## src/rtl/alu_operand_sequencer_pkg.sv

```systemverilog
// rtl/alu_operand_sequencer_pkg.sv - sequencer state encoding and board ALU opcode constants
package alu_seq_pkg;

  typedef enum logic [2:0] {
    LOAD_A  = 3'd0,
    LOAD_B  = 3'd1,
    LOAD_OP = 3'd2,
    EXEC    = 3'd3,
    SHOW    = 3'd4
  } seq_state_t;

  localparam logic [3:0] OP_ADD = 4'b0000;
  localparam logic [3:0] OP_SHL = 4'b0100;
  localparam logic [3:0] OP_SHR = 4'b0101;
  localparam logic [3:0] OP_AND = 4'b1000;
  localparam logic [3:0] OP_OR  = 4'b1001;
  localparam logic [3:0] OP_XOR = 4'b1010;

endpackage

```

## src/rtl/alu_operand_sequencer_if.sv

```systemverilog
// rtl/alu_operand_sequencer_if.sv - operand/result bus between the sequencer and the board ALU
interface alu_operand_sequencer_if #(
  parameter int WIDTH = 4
);

  logic [WIDTH-1:0] alu_a;
  logic [WIDTH-1:0] alu_b;
  logic [3:0]       alu_sel;
  logic             alu_valid;
  logic [WIDTH-1:0] alu_result;
  logic             alu_carry;

  // Sequencer side: drives operands and opcode, receives the ALU answer
  modport master (
    output alu_a, alu_b, alu_sel, alu_valid,
    input  alu_result, alu_carry
  );

  // ALU side
  modport slave (
    input  alu_a, alu_b, alu_sel, alu_valid,
    output alu_result, alu_carry
  );

endinterface

```

## src/rtl/alu_operand_sequencer_btn_sync_edge.sv

```systemverilog
// rtl/alu_operand_sequencer_btn_sync_edge.sv - button synchroniser and edge pulse, debounce under ALU_SEQ_DEBOUNCE_EN
module btn_sync_edge #(
  parameter int DEBOUNCE_CYCLES = 500000
) (
  input  logic clk,
  input  logic rst_n,
  input  logic btn,
  output logic level,
  output logic pulse
);

  logic s1;
  logic s2;

  // A debounce window of zero cycles has no meaning
  if (DEBOUNCE_CYCLES < 1) begin : g_bad_cfg
    $error("btn_sync_edge: DEBOUNCE_CYCLES must be at least 1");
  end

  // Two-flop synchroniser for the raw board button
  always_ff @(posedge clk or negedge rst_n) begin
    if (!rst_n) begin
      s1 <= 1'b0;
      s2 <= 1'b0;
    end else begin
      s1 <= btn;
      s2 <= s1;
    end
  end

  assign level = s2;

`ifdef ALU_SEQ_DEBOUNCE_EN
  localparam int CW = $clog2(DEBOUNCE_CYCLES + 1);

  logic [CW-1:0] cnt;
  logic          db;
  logic          db_q;

  // Accept a new level only after it has differed from btn_db for the full window
  always_ff @(posedge clk or negedge rst_n) begin
    if (!rst_n) begin
      cnt  <= '0;
      db   <= 1'b0;
      db_q <= 1'b0;
    end else begin
      db_q <= db;
      if (s2 == db) begin
        cnt <= '0;
      end else if (cnt == CW'(DEBOUNCE_CYCLES - 1)) begin
        db  <= s2;
        cnt <= '0;
      end else begin
        cnt <= cnt + 1'b1;
      end
    end
  end

  assign pulse = db & ~db_q;
`else
  logic s3;

  // Delayed copy of the synchronised level for rising-edge detection
  always_ff @(posedge clk or negedge rst_n) begin
    if (!rst_n) begin
      s3 <= 1'b0;
    end else begin
      s3 <= s2;
    end
  end

  assign pulse = s2 & ~s3;
`endif

endmodule

```

## src/rtl/alu_operand_sequencer.sv

```systemverilog
// rtl/alu_operand_sequencer.sv - captures A, B and opcode for the board ALU and registers its result; ALU_SEQ_DEBOUNCE_EN adds button debounce
module alu_operand_sequencer
  import alu_seq_pkg::*;
#(
  parameter int WIDTH           = 4,
  parameter int DEBOUNCE_CYCLES = 500000
) (
  input  logic                    clk,
  input  logic                    rst_n,
  input  logic [WIDTH-1:0]        sw,
  input  logic                    btn_next,
  input  logic                    btn_clear,
  alu_operand_sequencer_if.master bus,
  output logic [WIDTH-1:0]        result_q,
  output logic                    zero_q,
  output logic                    carry_q,
  output logic [2:0]              state_o
);

  seq_state_t       state;
  logic [WIDTH-1:0] a_q;
  logic [WIDTH-1:0] b_q;
  logic [3:0]       sel_q;
  logic             valid_q;
  logic             next_level;
  logic             next_p;
  logic             clr_s1;
  logic             clr_s2;

  btn_sync_edge #(
    .DEBOUNCE_CYCLES(DEBOUNCE_CYCLES)
  ) u_next (
    .clk   (clk),
    .rst_n (rst_n),
    .btn   (btn_next),
    .level (next_level),
    .pulse (next_p)
  );

  // Clear is level-sensitive and deliberately not debounced
  always_ff @(posedge clk or negedge rst_n) begin
    if (!rst_n) begin
      clr_s1 <= 1'b0;
      clr_s2 <= 1'b0;
    end else begin
      clr_s1 <= btn_clear;
      clr_s2 <= clr_s1;
    end
  end

  // Sequencer FSM: one capture per press, one-cycle EXEC latches the ALU answer
  always_ff @(posedge clk or negedge rst_n) begin
    if (!rst_n) begin
      state    <= LOAD_A;
      a_q      <= '0;
      b_q      <= '0;
      sel_q    <= '0;
      valid_q  <= 1'b0;
      result_q <= '0;
      zero_q   <= 1'b0;
      carry_q  <= 1'b0;
    end else if (clr_s2) begin
      state    <= LOAD_A;
      a_q      <= '0;
      b_q      <= '0;
      sel_q    <= '0;
      valid_q  <= 1'b0;
      result_q <= '0;
      zero_q   <= 1'b0;
      carry_q  <= 1'b0;
    end else begin
      case (state)
        LOAD_A: if (next_p) begin
          a_q   <= sw;
          state <= LOAD_B;
        end
        LOAD_B: if (next_p) begin
          b_q   <= sw;
          state <= LOAD_OP;
        end
        LOAD_OP: if (next_p) begin
          sel_q   <= sw[3:0];
          valid_q <= 1'b1;
          state   <= EXEC;
        end
        EXEC: begin
          result_q <= bus.alu_result;
          zero_q   <= (bus.alu_result == '0);
          carry_q  <= bus.alu_carry;
          state    <= SHOW;
        end
        SHOW: if (next_p) begin
          valid_q <= 1'b0;
          state   <= LOAD_A;
        end
        default: begin
          valid_q <= 1'b0;
          state   <= LOAD_A;
        end
      endcase
    end
  end

  assign bus.alu_a     = a_q;
  assign bus.alu_b     = b_q;
  assign bus.alu_sel   = sel_q;
  assign bus.alu_valid = valid_q;
  assign state_o       = state;

endmodule

```

## src/flat_wrapper.sv

```systemverilog
// flat-port wrapper written by rule: the top's interface ports become plain ports
module alu_operand_sequencer_flat import alu_seq_pkg::*;
#(
  parameter int WIDTH           = 4,
  parameter int DEBOUNCE_CYCLES = 500000
)
  (clk, rst_n, sw, btn_next, btn_clear, result_q, zero_q, carry_q, state_o, bus_alu_a, bus_alu_b, bus_alu_sel, bus_alu_valid, bus_alu_result, bus_alu_carry);
  alu_operand_sequencer_if #(.WIDTH(WIDTH)) bus_i ();
  input  logic clk;
  input  logic rst_n;
  input  logic [WIDTH-1:0] sw;
  input  logic btn_next;
  input  logic btn_clear;
  output logic [WIDTH-1:0] result_q;
  output logic zero_q;
  output logic carry_q;
  output logic [2:0] state_o;
  output wire logic [$bits(bus_i.alu_a)-1:0] bus_alu_a;
  output wire logic [$bits(bus_i.alu_b)-1:0] bus_alu_b;
  output wire logic [$bits(bus_i.alu_sel)-1:0] bus_alu_sel;
  output wire logic [$bits(bus_i.alu_valid)-1:0] bus_alu_valid;
  input wire logic [$bits(bus_i.alu_result)-1:0] bus_alu_result;
  input wire logic [$bits(bus_i.alu_carry)-1:0] bus_alu_carry;
  assign bus_alu_a = bus_i.alu_a;
  assign bus_alu_b = bus_i.alu_b;
  assign bus_alu_sel = bus_i.alu_sel;
  assign bus_alu_valid = bus_i.alu_valid;
  assign bus_i.alu_result = bus_alu_result;
  assign bus_i.alu_carry = bus_alu_carry;
  alu_operand_sequencer #(.WIDTH(WIDTH), .DEBOUNCE_CYCLES(DEBOUNCE_CYCLES)) u_core (.clk(clk), .rst_n(rst_n), .sw(sw), .btn_next(btn_next), .btn_clear(btn_clear), .bus(bus_i), .result_q(result_q), .zero_q(zero_q), .carry_q(carry_q), .state_o(state_o));
endmodule
```

## config.mk

```make
export PLATFORM = sky130hd
export DESIGN_NAME = alu_operand_sequencer_flat
export DESIGN_NICKNAME = d
export VERILOG_FILES = /design/src/rtl/alu_operand_sequencer_pkg.sv /design/src/rtl/alu_operand_sequencer_if.sv /design/src/rtl/alu_operand_sequencer_btn_sync_edge.sv /design/src/rtl/alu_operand_sequencer.sv /design/src/flat_wrapper.sv
export SDC_FILE = /design/constraint.sdc
export NUM_CORES = 1
export LEC_CHECK = 0
export ABC_AREA = 1
export BUFFER_PORTS_ARGS = -buffer_cell sky130_fd_sc_hd__buf_2
export CAP_MARGIN = 20
export CORE_MARGIN = 4
export CORE_UTILIZATION = 50
export DETAILED_ROUTE_END_ITERATION = 7
export GPL_ROUTABILITY_DRIVEN = 0
export PLACE_DENSITY = 0.89
export SLEW_MARGIN = 10
export SYNTH_ARGS = -nofsm -noshare
export SYNTH_HDL_FRONTEND = slang
export SYNTH_HIERARCHICAL = 1
export SYNTH_SLANG_ARGS = --single-unit
```

## constraint.sdc

```tcl
create_clock -name clk -period 1.3 [get_ports clk]
set_clock_uncertainty 0.1 [all_clocks]
set_input_delay 0.195 -clock clk [delete_from_list [all_inputs] [get_ports clk]]
set_output_delay 0.195 -clock clk [all_outputs]
set_load 0.1 [all_outputs]
```

==> results list, run 1 <==
- Cells with a size suffix above 1 make up 55.03% of the layout.
- Fraction of registers with async set or reset after synthesis: 100.0%
- Setup violations remaining at the end of the flow were counted as 26.
- Most instantiated cells after synthesis: 28 x sky130_fd_sc_hd__nand2_1, 27 x sky130_fd_sc_hd__dfrtp_1, 17 x sky130_fd_sc_hd__nand3_1
- Peak fanout along the critical path: 8
* Arrival time of data at the critical path endpoint: 1.68 ns
- Unrepaired setup endpoints after global routing: yes
- Detailed router's first-iteration violation count: 135
- The path class of the tightest hold or removal check is in -> reg.
* Cell chosen for the clock root: sky130_fd_sc_hd__clkbuf_4
- Post-synth top area share: 57.32%
* Total cell area at the placement stage: 0.001782 mm^2
- Setup slack after layout: -0.2184 ns
* Effective utilization at floorplan: 52.77%
- Post-layout total power: 2503 uW
* Clock network latency to the later pin of the worst-skew pair: 0.33 ns
- Total power per unit cell area: 1199 mW/mm^2
* DRC viols: 0
- Prior to clock tree synthesis, the placed netlist has a worst setup slack of -0.03596 ns.
- The number of different library cells used by synthesis comes to 21.
- Count of mapped cells out of synthesis: 126
* Number of iterations in the first detailed-routing pass: 7
- Io pins: 35
* Clock tree from TritonCTS: yes
- In this run the deepest clock path goes through 2 buffers.
- TritonCTS created 3 clock buffers.
- Dominant cells by area after synthesis: sky130_fd_sc_hd__dfrtp_1 57%, sky130_fd_sc_hd__nand2_1 8.9%, sky130_fd_sc_hd__nand3_1 7.2%, sky130_fd_sc_hd__inv_1 4.8%, sky130_fd_sc_hd__o21ai_0 3.8%
- HPWL after detailed placement: 2.311 mm
- The floorplan step set the die width to 56.55 um.
* Min Clock Period, post-route: 1.518 ns
- The via count of the first global-routing pass was 1350.
* Combined global-route utilization of all metal layers: 32.49%
- The flow ran to the end, but the final reports show violations.
* Portion of the post-synthesis area used by sequential elements: 57.32%
- Die ar.: 0.003198 mm^2
- Antenna fix cells: 0
- In this run the remaining antenna-violating nets after routing total 0.
- Cell area after layout: 0.002088 mm^2
* NumNets Final: 203
- Clock transition at the register clock pins on the worst setup and hold paths after CTS: 0.17 ns
* Final hold viol count: 0
* Total via count in the routed design: 1361
- Die height: 56.55 um
- Worst EP required: 1.46 ns
- When the netlist entered floorplanning its net count stood at 139.
- Row generation in the floorplan step produced 17 rows.
- Across the VDD grid, the largest voltage drop is 1.071 mV.
- Sinks on the clock net: 27
- Entering global routing, the biggest net connects 28 pins.
- Maximum clock frequency: 658.6 MHz
- Headroom to the max-slew limit came out at 60.42%.
- The number of antenna violations at the first check in global routing came to 0.
- Seq cells post-synth: 27
* Category of the critical setup timing path: reg -> reg
- Number of warning messages in the yosys log: 6
* Failing checks: negative setup slack
* Main synth FF type: sky130_fd_sc_hd__dfrtp_1
- Period utilization: 116.8%
- The worst setup path is captured at a register.
- After global routing the overflow that remains totals 0.
- Startpoint Class: register
- In the routed layout, each cell is associated on average with a via count of 6.272.
- Counting flops with a built-in enable in the synthesized netlist gives 0.
* Growth of design area from synthesis to finish: 77.18%
- By instance count, the leading cell after synthesis is sky130_fd_sc_hd__nand2_1.
- Total standard cell area after synthesis: 0.001179 mm^2
* Routed wire length: 5.422 mm
- Area leader, netlist: sky130_fd_sc_hd__dfrtp_1
- Maxcap violations: 0
- Standby leakage power: 0.001009 uW
* Slew Limit Fails: 0
- The first global-routing pass estimated 7.721 mm of wire.
- H-tree lvl count: 1
- The floorplan step defined a core boundary enclosing 0.002233 mm^2.
* Post-Syn Area per Cell: 9.354 um^2
- During placement, the flow inserted port buffers numbering 34.
- After detailed routing, the average wire length per cell comes to 24.99 um.
- For the pin with the worst max-slew slack, the measured transition is 0.5937 ns.
state kept, by name, indices dropped and copies added, names as in the netlist, 3 cells and up:
| register | flops |
|---|---|
| u_core/result_q | 4 |
| u_core/bus.alu_sel | 4 |
| u_core/bus.alu_a | 4 |
| u_core/bus.alu_b | 4 |
| u_core/state_o | 3 |
layer usage:
metal	part of all wire (%)	wire, um	global-route usage (%)
met4	6.4	346	14.92
met3	12	669	7.356
met2	48	2603	54.62
met5	0	0	0
met1	33	1803	39.23
repair_timing:
action                                  in CTS  in global routing
pin swaps                                    5                 11
hold buffers                                 4                  0
gates resized for setup                     12                 26
hold endpoints to repair                    30                  0
setup buffers                               13                  5
endpoints found under the setup margin      24                 35
cell families (layout without fill, tap and decap cells):
group / Yosys count / in the layout / synth area share, %
simple gates: 66 / 66 / 28.02
buf+inv: 20 / 83 / 8.174
compound gates: 13 / 13 / 6.475
flops: 27 / 27 / 57.33
where the power goes:
part	internal, uW	switching, uW
registers	907	92.0
logic	397	717
clock network	115	274
critical path: stages (launching register included):
cell	delay, ns
sky130_fd_sc_hd__dfrtp_4	0.57
sky130_fd_sc_hd__nor2_4	0.16
sky130_fd_sc_hd__nand2_4	0.09
sky130_fd_sc_hd__a21oi_4	0.29
sky130_fd_sc_hd__nand2_1	0.13
sky130_fd_sc_hd__o21ai_1	0.10
layout by cell type, fill, tap and decap left out, types with 2 or more instances in the layout:
master	netlist	final
sky130_fd_sc_hd__nand2_1	28	23
sky130_fd_sc_hd__buf_12	0	22
sky130_fd_sc_hd__dfrtp_1	27	18
sky130_fd_sc_hd__buf_4	0	18
sky130_fd_sc_hd__inv_1	15	14
sky130_fd_sc_hd__buf_2	1	12
sky130_fd_sc_hd__nand3_1	17	12
sky130_fd_sc_hd__nand3_2	2	6
sky130_fd_sc_hd__nand2_2	2	6
sky130_fd_sc_hd__o21ai_2	0	6
sky130_fd_sc_hd__dfrtp_2	0	6
sky130_fd_sc_hd__buf_6	1	5
sky130_fd_sc_hd__dlygate4sd3_1	0	4
sky130_fd_sc_hd__nor2_1	6	4
sky130_fd_sc_hd__nor2_4	1	4
sky130_fd_sc_hd__clkbuf_4	0	3
sky130_fd_sc_hd__nand4_1	3	3
sky130_fd_sc_hd__nand2_4	2	3
sky130_fd_sc_hd__o21ai_1	1	3
sky130_fd_sc_hd__dfrtp_4	0	3
sky130_fd_sc_hd__nand3b_1	2	2
sky130_fd_sc_hd__inv_2	2	2
cell type report:
cell class              instances  area, um^2
repair buffers                 61       732.0
flip-flops and latches         27       694.4
multi-input cells              79       514.2
fillers                        65       145.1
inverters                      18       85.08
well taps                      28       35.03
clock buffers                   3       22.52
clock inverters                 1       5.005
worst paths after layout:
kind,startpoint,to,slack [ns],cells past startpoint
min in group asynchronous,rst_n,u_core/clr_s2,0.31,2
max in group asynchronous,rst_n,u_core/state_o[1],0.33,2
worst max-delay path,u_core/state_o[2],u_core/bus.alu_sel[1],-0.22,5
worst min register to register,u_core/clr_s1,u_core/clr_s2,0.28,0
worst min-delay path,bus_alu_result[3],u_core/result_q[3],0.03,3
worst max register to register,u_core/state_o[2],u_core/bus.alu_sel[1],-0.22,5
metrics by stage:
| stage | utilization [%] | TNS (ns) | instances | hold slack (ns) |
|---|---|---|---|---|
| global route | 93.50 | -5.074 | 217 | 0.01706 |
| floorplan | - | -1.028 | 126 | -0.2006 |
| detailed placement | 79.78 | -0.1512 | 191 | 0.1161 |
| finish | 93.50 | -4.038 | 217 | 0.02645 |
| CTS | 88.52 | -0.9105 | 212 | 0.02469 |
| global placement | 79.78 | 0 | 191 | 0.1135 |
Power figures use the tool's default switching activity.
==> run 2, diff against run 1 <==
SETUP_SLACK_MARGIN = 0.4   (was not set)
==> run 2 against run 1 <==
The flow now stops in global routing (5_1_grt). Synthesized area unchanged. Synthesized cell count unchanged.
==> results list, run 2 <==
- Counting flops with an async set or reset pin after synthesis yields a share of 100.0%.
- The initial utilization of the core area, before any placement, comes to 52.77%.
- The number of clock buffers added by TritonCTS is 3.
- Die height: 56.55 um
* Most instantiated cells after synthesis: 28 x sky130_fd_sc_hd__nand2_1, 27 x sky130_fd_sc_hd__dfrtp_1, 17 x sky130_fd_sc_hd__nand3_1
- Entering global routing, the biggest net connects 28 pins.
- The tree is rooted in a sky130_fd_sc_hd__clkbuf_4.
- The flow stopped in global routing (5_1_grt).
- Dominant cells by area after synthesis: sky130_fd_sc_hd__dfrtp_1 57%, sky130_fd_sc_hd__nand2_1 8.9%, sky130_fd_sc_hd__nand3_1 7.2%, sky130_fd_sc_hd__inv_1 4.8%, sky130_fd_sc_hd__o21ai_0 3.8%
* Portion of the post-synthesis area used by sequential elements: 57.32%
- In the synthesized netlist the dominant register cell turns out to be sky130_fd_sc_hd__dfrtp_1.
- The global-route repair_timing pass left the worst setup endpoint at u_core/bus.alu_b[0]$_DFFE_PN0P_/D.
- Total standard cell area after synthesis: 0.001179 mm^2
- Placed cell count: 192
* Number of warning messages in the yosys log: 6
* Io pins: 35
* Port-buffer cells: 34
* Deepest clock path buffer count: 2
- The flow did not finish.
- The floorplan has 17 rows.
- Width of the die: 56.55 um
- Syn_nets: 139
- Number of distinct library cells after synthesis: 21
- In this run the number of H-tree levels came out at 1.
- Synthesis produced 126 cells.
* Worst EP kind: register data pin
* Seq cells post-synth: 27
- Area leader, netlist: sky130_fd_sc_hd__dfrtp_1
* Post-Syn Area per Cell: 9.354 um^2
* Post-synth top area share: 57.32%
- The wire-length estimate of the detail-placed layout is 2.526 mm.
* Sinks on the clock net: 27
* Error: [ERROR DPL-0038] Utilization greater than 100%, impossible to legalize
* EDFF count, synth: 0
- Top-count cell post-synth: sky130_fd_sc_hd__nand2_1
[run 2: cell counts after synthesis]
No cell type changed its count.
[run 2: what timing repair did]
action,in CTS
pin swaps,15
gates resized for setup,37
hold buffers,2
hold endpoints to repair,29
buffers inserted,19
setup endpoints to repair,44
[run 2: cell families after synthesis]
family / after synthesis / share of synthesized area (%)
flip-flops: 27 / 57.33
AND/OR/NAND/NOR: 66 / 28.02
buffers and inverters: 20 / 8.174
AO/OA/AOI/OAI: 13 / 6.475
[run 2: through the flow]
| step | area [um^2] | hold WS (ns) | worst slack (ns) |
|---|---|---|---|
| 4_1_cts | 2147 | -0.2362 | -0.1456 |
| 3_5_place_dp | 1838 | 0.1261 | -0.07173 |
| 3_3_place_gp | 1838 | 0.1150 | 0.01045 |
| 2_1_floorplan | 1274 | -0.2006 | -0.07701 |
==> run 3, diff against run 2 <==
CORE_AREA = 4 4 65 67   (was not set)
CORE_MARGIN = not set   (was 4)
CORE_UTILIZATION = not set   (was 50)
DIE_AREA = 0 0 69 71   (was not set)
PLACE_DENSITY = not set   (was 0.89)
PLACE_DENSITY_LB_ADDON = 0.15   (was not set)
SETUP_SLACK_MARGIN = not set   (was 0.4)
==> run 3 against run 2 <==
The flow now finishes, with violations (negative setup slack).
==> results list, run 3 (synthesis results as in run 1) <==
* Routed wire length: 2.919 mm
* Final non-filler cell total: 229
- After clock tree synthesis, the clock-pin slew on the worst setup and hold paths is 0.09 ns.
* Worst EP required: 1.00 ns
- The worst hold path terminates at u_core/carry_q.
- Cells fill 55.13% of the core in the end.
- The first routing iteration left 30 violations.
- The via count of the first global-routing pass came to 1111.
- Clock tree from TritonCTS: yes
- Total grt overflow: 0
- The share of total power dissipated in sequential elements is 40.4%.
- NumNets Final: 195
* Buffers & Inverters on Critical Path: 2
- The worst setup path is launched from a register.
- At the pin with the least slew margin, the transition time is 0.3535 ns.
* Effective utilization at floorplan: 32.44%
- Slack of the worst reg-to-reg path: -0.07 ns
- Dividing total power by cell area gives a power density of 1219 mW/mm^2.
* Highest cell delay on the worst timing path: 0.53 ns
- The number of antenna violations at the first check in global routing came to 0.
- H-tree lvl count: 1
- The die covers 0.004899 mm^2.
* Status: finished, violations left
- Worst path cell trace: buf_6 -> buf_12
- Io pins: 35
- Deepest clock path buffer count: 2
* HPWL after detailed placement: 2.129 mm
- Part of the total power dissipated in combinational logic: 39.5%
- Across all setup checks in the final design, the least slack found is -0.09079 ns.
- VDD IR-drop max: 0.7520 mV
* Destination of the worst register-to-register timing path: u_core/state_o[1]
- In the final routed layout, each cell accounts on average for 12.75 um.
- The worst register-to-register path has a depth of 5.
- Antenna fix cells: 0
- The floorplan has 22 rows.
* Total internal power: 1483 uW
* Failing checks: negative setup slack
* Highest Signal Layer: met4
* Hold path startpoint: bus_alu_carry
- OpenSTA, run right after detailed placement, puts the worst setup slack at -0.01747 ns.
* First-pass GRT wire length: 5.133 mm
* Kind of end point of the critical path: output pin
- Max-cap violations in this run came to 0.
* Slew Limit Fails: 0
* Final hold viol count: 0
* Wl on met1: 1.272 mm
- Count of final setup violators: 18
* Total length of routed met2 wires: 1.479 mm
* Sequential Area: 694.4 um^2
- Peak fanout along the critical path: 5
- Layout cells sized above 1: 45.30%
- Counting instances, the worst hold path has a depth of 3.
* Switching share of power: 39.26%
- In the final layout, the multi-input gates occupy 439.2 um^2.
- Clock latency on the worst-skew pair, taken at its later pin, is 0.27 ns.
- Using the TritonRoute via totals, the vias-per-cell ratio works out to 4.493.
- Standby leakage power: 0.0009612 uW
- Port-buffer cells: 34
* Clock buffer count from CTS: 3
* Placed cell count: 214
* Width of the die: 69 um
- Min Clock Period, post-route: 1.391 ns
* Met3 wire length: 149 um
* Number of iterations in the first detailed-routing pass: 4
* Commonest cells after routing, fill and taps aside: 28 x sky130_fd_sc_hd__nand2_1, 23 x sky130_fd_sc_hd__buf_12, 18 x sky130_fd_sc_hd__dfrtp_1, 14 x sky130_fd_sc_hd__inv_1, 13 x sky130_fd_sc_hd__nand3_1
- The routed layout has 1029 vias.
- CTS placed an instance of sky130_fd_sc_hd__clkbuf_8 at the clock tree root.
- After filler insertion, the fill cell instance count of the layout stands at 339.
- Based on the critical path, the design can be clocked at up to 719.0 MHz.
* Largest net degree at the start of global routing: 17
* Sinks on the clock net: 27
- The core region is 0.003633 mm^2.
* Most common cell after layout, fill and taps aside: sky130_fd_sc_hd__nand2_1
* Worst reg2reg path startpoint: u_core/state_o[1]
* Period utilization: 107.0%
* Arrival time of data at the critical path endpoint: 1.10 ns
- Clock share of power: 20.2%
- Worst hold path type: in -> reg
- After detailed routing, the number of remaining DRC violations is 0.
* Unrepaired setup endpoints after global routing: yes
* Die height: 71 um
- Growth of design area from synthesis to finish: 69.96%
- Kind of cell adding the most delay to the critical path: flip-flops
- Routed Antenna Nets: 0
- Category of the critical setup timing path: reg -> out
* Combined global-route utilization of all metal layers: 12.84%
* Worst relative slew slack: 76.43%
- The analysis attributes to net switching a power of 958.8 uW.
- The slowest stage of the critical path belongs to the cell sky130_fd_sc_hd__dfrtp_4.
[run 3: cell type report]
type,instances,area share (%)
Clock inverter,1,0.3748
Multi-Input combinational cell,79,21.92
Sequential cell,27,34.67
Inverter,18,4.122
Tap cell,48,2.998
Clock buffer,3,2.061
Timing Repair Buffer,53,33.85
[run 3: tightest hold or removal path, cell delays in order]
cell,delay (ns)
sky130_fd_sc_hd__buf_2,0.10
sky130_fd_sc_hd__inv_1,0.04
sky130_fd_sc_hd__o21ai_0,0.07
[run 3: what timing repair did]
item,4_1_cts,5_1_grt
resized for setup,7,6
pin swaps,2,6
cloned,0,0
hold buffers,3,0
setup endpoints to repair,6,24
setup buffers,4,4
hold endpoints to repair,27,0
[run 3: per-layer routing]
metal	vias up	track usage, %
met5	-	0
met3	4	4.261
li1	514	-
met2	24	21.29
met4	0	4.121
met1	487	15.80
[run 3: through the flow]
| step | TNS (ns) | hold slack [ns] | cell area, um^2 | total power, uW |
|---|---|---|---|---|
| final | -0.7525 | 0.05831 | 2003 | 2442 |
| after global routing | -2.307 | 0.05414 | 2003 | 2556 |
| after CTS | -0.5345 | 0.05191 | 1968 | 2438 |
| after detailed placement | -0.02189 | 0.02128 | 1842 | 1901 |
| after global placement | 0 | 0.02066 | 1842 | 1890 |
| after floorplan | -1.028 | -0.2006 | 1225 | 1536 |
[run 3: power by group through the flow]
stage                     logic (uW)  clock network (uW)  registers (uW)
after floorplan                  172                   0            1360
after global placement           889                   0            1000
after detailed placement         898                   0            1000
after CTS                        945                 506             987
after global routing            1010                 547             998
final                            964                 492             986
[run 3: worst max-delay path by stage]
stage                 startpoint                     to  cells after the start
3_3_place_gp   u_core/state_o[0]  u_core/bus.alu_sel[1]                      5
4_1_cts        u_core/state_o[2]             state_o[2]                      2
5_1_grt        u_core/state_o[1]    u_core/bus.alu_b[0]                      7
6_report       u_core/state_o[0]             state_o[0]                      2
3_5_place_dp   u_core/state_o[2]     u_core/result_q[3]                      3
2_1_floorplan  u_core/state_o[1]    u_core/bus.alu_b[0]                      5
==> run 4, diff against run 3 <==
CORE_AREA = 2 2 63 65   (was 4 4 65 67)
DIE_AREA = 0 0 65 67   (was 0 0 69 71)
==> run 4 against run 3 <==
Sequential power increased by 0.5%. Worst hold slack got worse by 0.018 ns. Register-to-register slack better by 0.03 ns. Flip-flop and latch count stayed put. Critical path depth is the same. Wire length fell by 1.5%. Largest cell class is now non-clock buffers. Highest routed layer unchanged. Sequential share of layout area decreased by 0.89 points. The run still ends with negative setup slack left.
==> results list, run 4 (synthesis results as in run 1) <==
- In this run the tightest slew margin relative to its limit is 72.61%.
* Die ar.: 0.004355 mm^2
* Buffers & Inverters on Critical Path: 2
- The count of final max-slew check failures was 0.
- Unrepaired setup endpoints after global routing: yes
- Worst Max-Slew Pin Slew: 0.4108 ns
- Total power per unit cell area: 1189 mW/mm^2
- DRC viols: 0
* Final hold viol count: 0
- Maxcap violations: 0
- Per report_power, the clock group accounts for 19.1% of the total.
- Standby leakage power: 0.0009887 uW
- Net switching power of the design: 944.2 uW
- Deepest clock path buffer count: 2
- Cell chosen for the clock root: sky130_fd_sc_hd__clkbuf_8
- Setup slack after layout: -0.09076 ns
- Clock tree synthesis inserted a total of 3 buffers.
- Failing checks: negative setup slack
- CTS built an H-tree with a depth of 1.
- On the critical path the largest part of the delay comes from flip-flops.
- Layout cells sized above 1: 50.54%
- The flow ran to the end, but the final reports show violations.
- Maximum clock frequency: 719.0 MHz
- Io pins: 35
* Antenna violations before repair: 0
- Detailed router's first-iteration violation count: 65
- Total grt overflow: 0
- The share of total power dissipated in sequential elements is 40.5%.
- The first global-routing pass estimated 4.547 mm of wire.
* VDD IR-drop max: 0.5881 mV
- For this run, the total global-route usage over all layers was measured as 13.96%.
- Average via count per standard cell: 4.470
- Total via count in the routed design: 1046
- In this run the standard cell core region covers 0.003606 mm^2.
- Growth of design area from synthesis to finish: 74.74%
* Critical-path cell with the highest stage delay: sky130_fd_sc_hd__dfrtp_4
- The via count of the first global-routing pass is 940.
* Slack of the worst reg-to-reg path: -0.04 ns
- Largest net degree at the start of global routing: 19
- Commonest cells after routing, fill and taps aside: 23 x sky130_fd_sc_hd__nand2_1, 22 x sky130_fd_sc_hd__buf_12, 17 x sky130_fd_sc_hd__dfrtp_1, 14 x sky130_fd_sc_hd__inv_1
* NumNets Final: 200
* Count of fill cells added during filler insertion: 313
- Sinks on the clock net: 27
* Cells on Worst Hold Path: 3
- STA puts the critical path data required time at 1.00 ns.
* Min Clock Period, post-route: 1.391 ns
- Die height: 67 um
- The repair_antennas step left the layout with diodes totalling 0.
* Worst Reg2Reg Path Length in Cells: 6
- Category of the critical setup timing path: reg -> out
- Clock transition at the register clock pins on the worst setup and hold paths after CTS: 0.09 ns
* Number of iterations in the first detailed-routing pass: 4
- The design draws 2449 uW.
- Port-buffer cells: 34
- For this configuration, the core starts out at a cell density of 32.69%.
- At the placement stage, the worst setup path has a slack of 0.004822 ns.
- Kind of end point of the critical path: output pin
- Routed len/inst: 12.29 um
* Routed Antenna Nets: 0
- Summed over all failing endpoints, the final setup total negative slack is -0.4613 ns.
* Switching share of power: 38.56%
* Routed wire length: 2.875 mm
- The internal power of the cells totals 1504 uW.
- Sequential Area: 695.7 um^2
- Startpoint Class: register
* Clock tree from TritonCTS: yes
* Std-Cell Rows: 22
* Most common cell after layout, fill and taps aside: sky130_fd_sc_hd__nand2_1
* Peak fanout along the critical path: 4
- In this run the number of cells on the critical path is 2.
- Clock network latency to the later pin of the worst-skew pair: 0.27 ns
* Width of the die: 65 um
* Highest cell delay on the worst timing path: 0.53 ns
- The HPWL after detailed placement is 2.094 mm.
- Data on the critical path arrives at its endpoint at 1.10 ns.
- The worst hold path belongs to the class in -> reg.
* Worst path cell trace: buf_6 -> buf_12
- Setup violations remaining at the end of the flow were counted as 10.
* Area of the multi-input gates: 456.7 um^2
* Part of the total power dissipated in combinational logic: 40.4%
- Period utilization: 107.0%
run 4: cell types whose count changed in the layout (fill, tap and decap cells not counted), moves of 2 or more:
cell	before	now
sky130_fd_sc_hd__nand2_2	1	6
sky130_fd_sc_hd__buf_4	11	13
sky130_fd_sc_hd__nand2_1	28	23
sky130_fd_sc_hd__buf_6	4	8
run 4: cell type report:
type                            count  share of cell area [%]
Multi-Input combinational cell     79                   22.17
Timing Repair Buffer               58                   34.87
Tap cell                           48                   2.916
Clock inverter                      1                  0.2430
Clock buffer                        3                   2.005
Sequential cell                    27                   33.78
Inverter                           18                   4.010
run 4: worst register-to-register path: stages, from the launching register on:
cell and delay (ns):
sky130_fd_sc_hd__dfrtp_4 0.53, sky130_fd_sc_hd__nand3b_1 0.21, sky130_fd_sc_hd__inv_2 0.10, sky130_fd_sc_hd__nand2_4 0.09, sky130_fd_sc_hd__buf_6 0.12, sky130_fd_sc_hd__nand3_2 0.04, sky130_fd_sc_hd__nand2_1 0.06
run 4: path summary, 6_finish.rpt:
kind	to	from
max	state_o[2]	u_core/state_o[2]
min	u_core/carry_q	bus_alu_carry
max reg2reg	u_core/bus.alu_b[1]	u_core/state_o[1]
min reg2reg	u_core/u_next/level	u_core/u_next/s1
max in group asynchronous	u_core/clr_s2	rst_n
min in group asynchronous	u_core/u_next/s1	rst_n
run 4: power groups by stage:
| stage | Sequential, uW | Combinational (uW) | Clock, uW |
|---|---|---|---|
| global route | 1000 | 1040 | 519 |
| CTS | 991 | 941 | 484 |
| detailed placement | 1000 | 896 | 0 |
| floorplan | 1360 | 172 | 0 |
| finish | 991 | 990 | 467 |
| global placement | 1000 | 889 | 0 |
run 4: repair_timing:
item                                   in CTS  in global routing
resized for setup                           6                 19
setup endpoints to repair                   8                 22
pin swaps                                   1                  8
endpoints found under the hold margin      18                  0
cloned                                      0                  0
hold buffers                                3                  0
setup buffers                               4                  7
run 4: metrics by stage:
stage | utilization [%] | instances | cell area (um^2) | hold WS, ns
finish | 57.11 | 234 | 2059 | 0.04058
global route | 57.11 | 234 | 2059 | 0.04074
CTS | 54.61 | 227 | 1969 | 0.06475
detailed placement | 51.14 | 216 | 1844 | 0.04957
global placement | 51.14 | 216 | 1844 | 0.04693
floorplan | - | 126 | 1225 | -0.2006
run 4: per-layer routing:
metal,vias to the layer above,global-route usage [%],part of all wire [%]
met4,0,7.447,1.5
met3,4,2.703,3.9
met1,491,18.05,45
met2,24,22.04,50
li1,527,-,-
met5,-,0,0
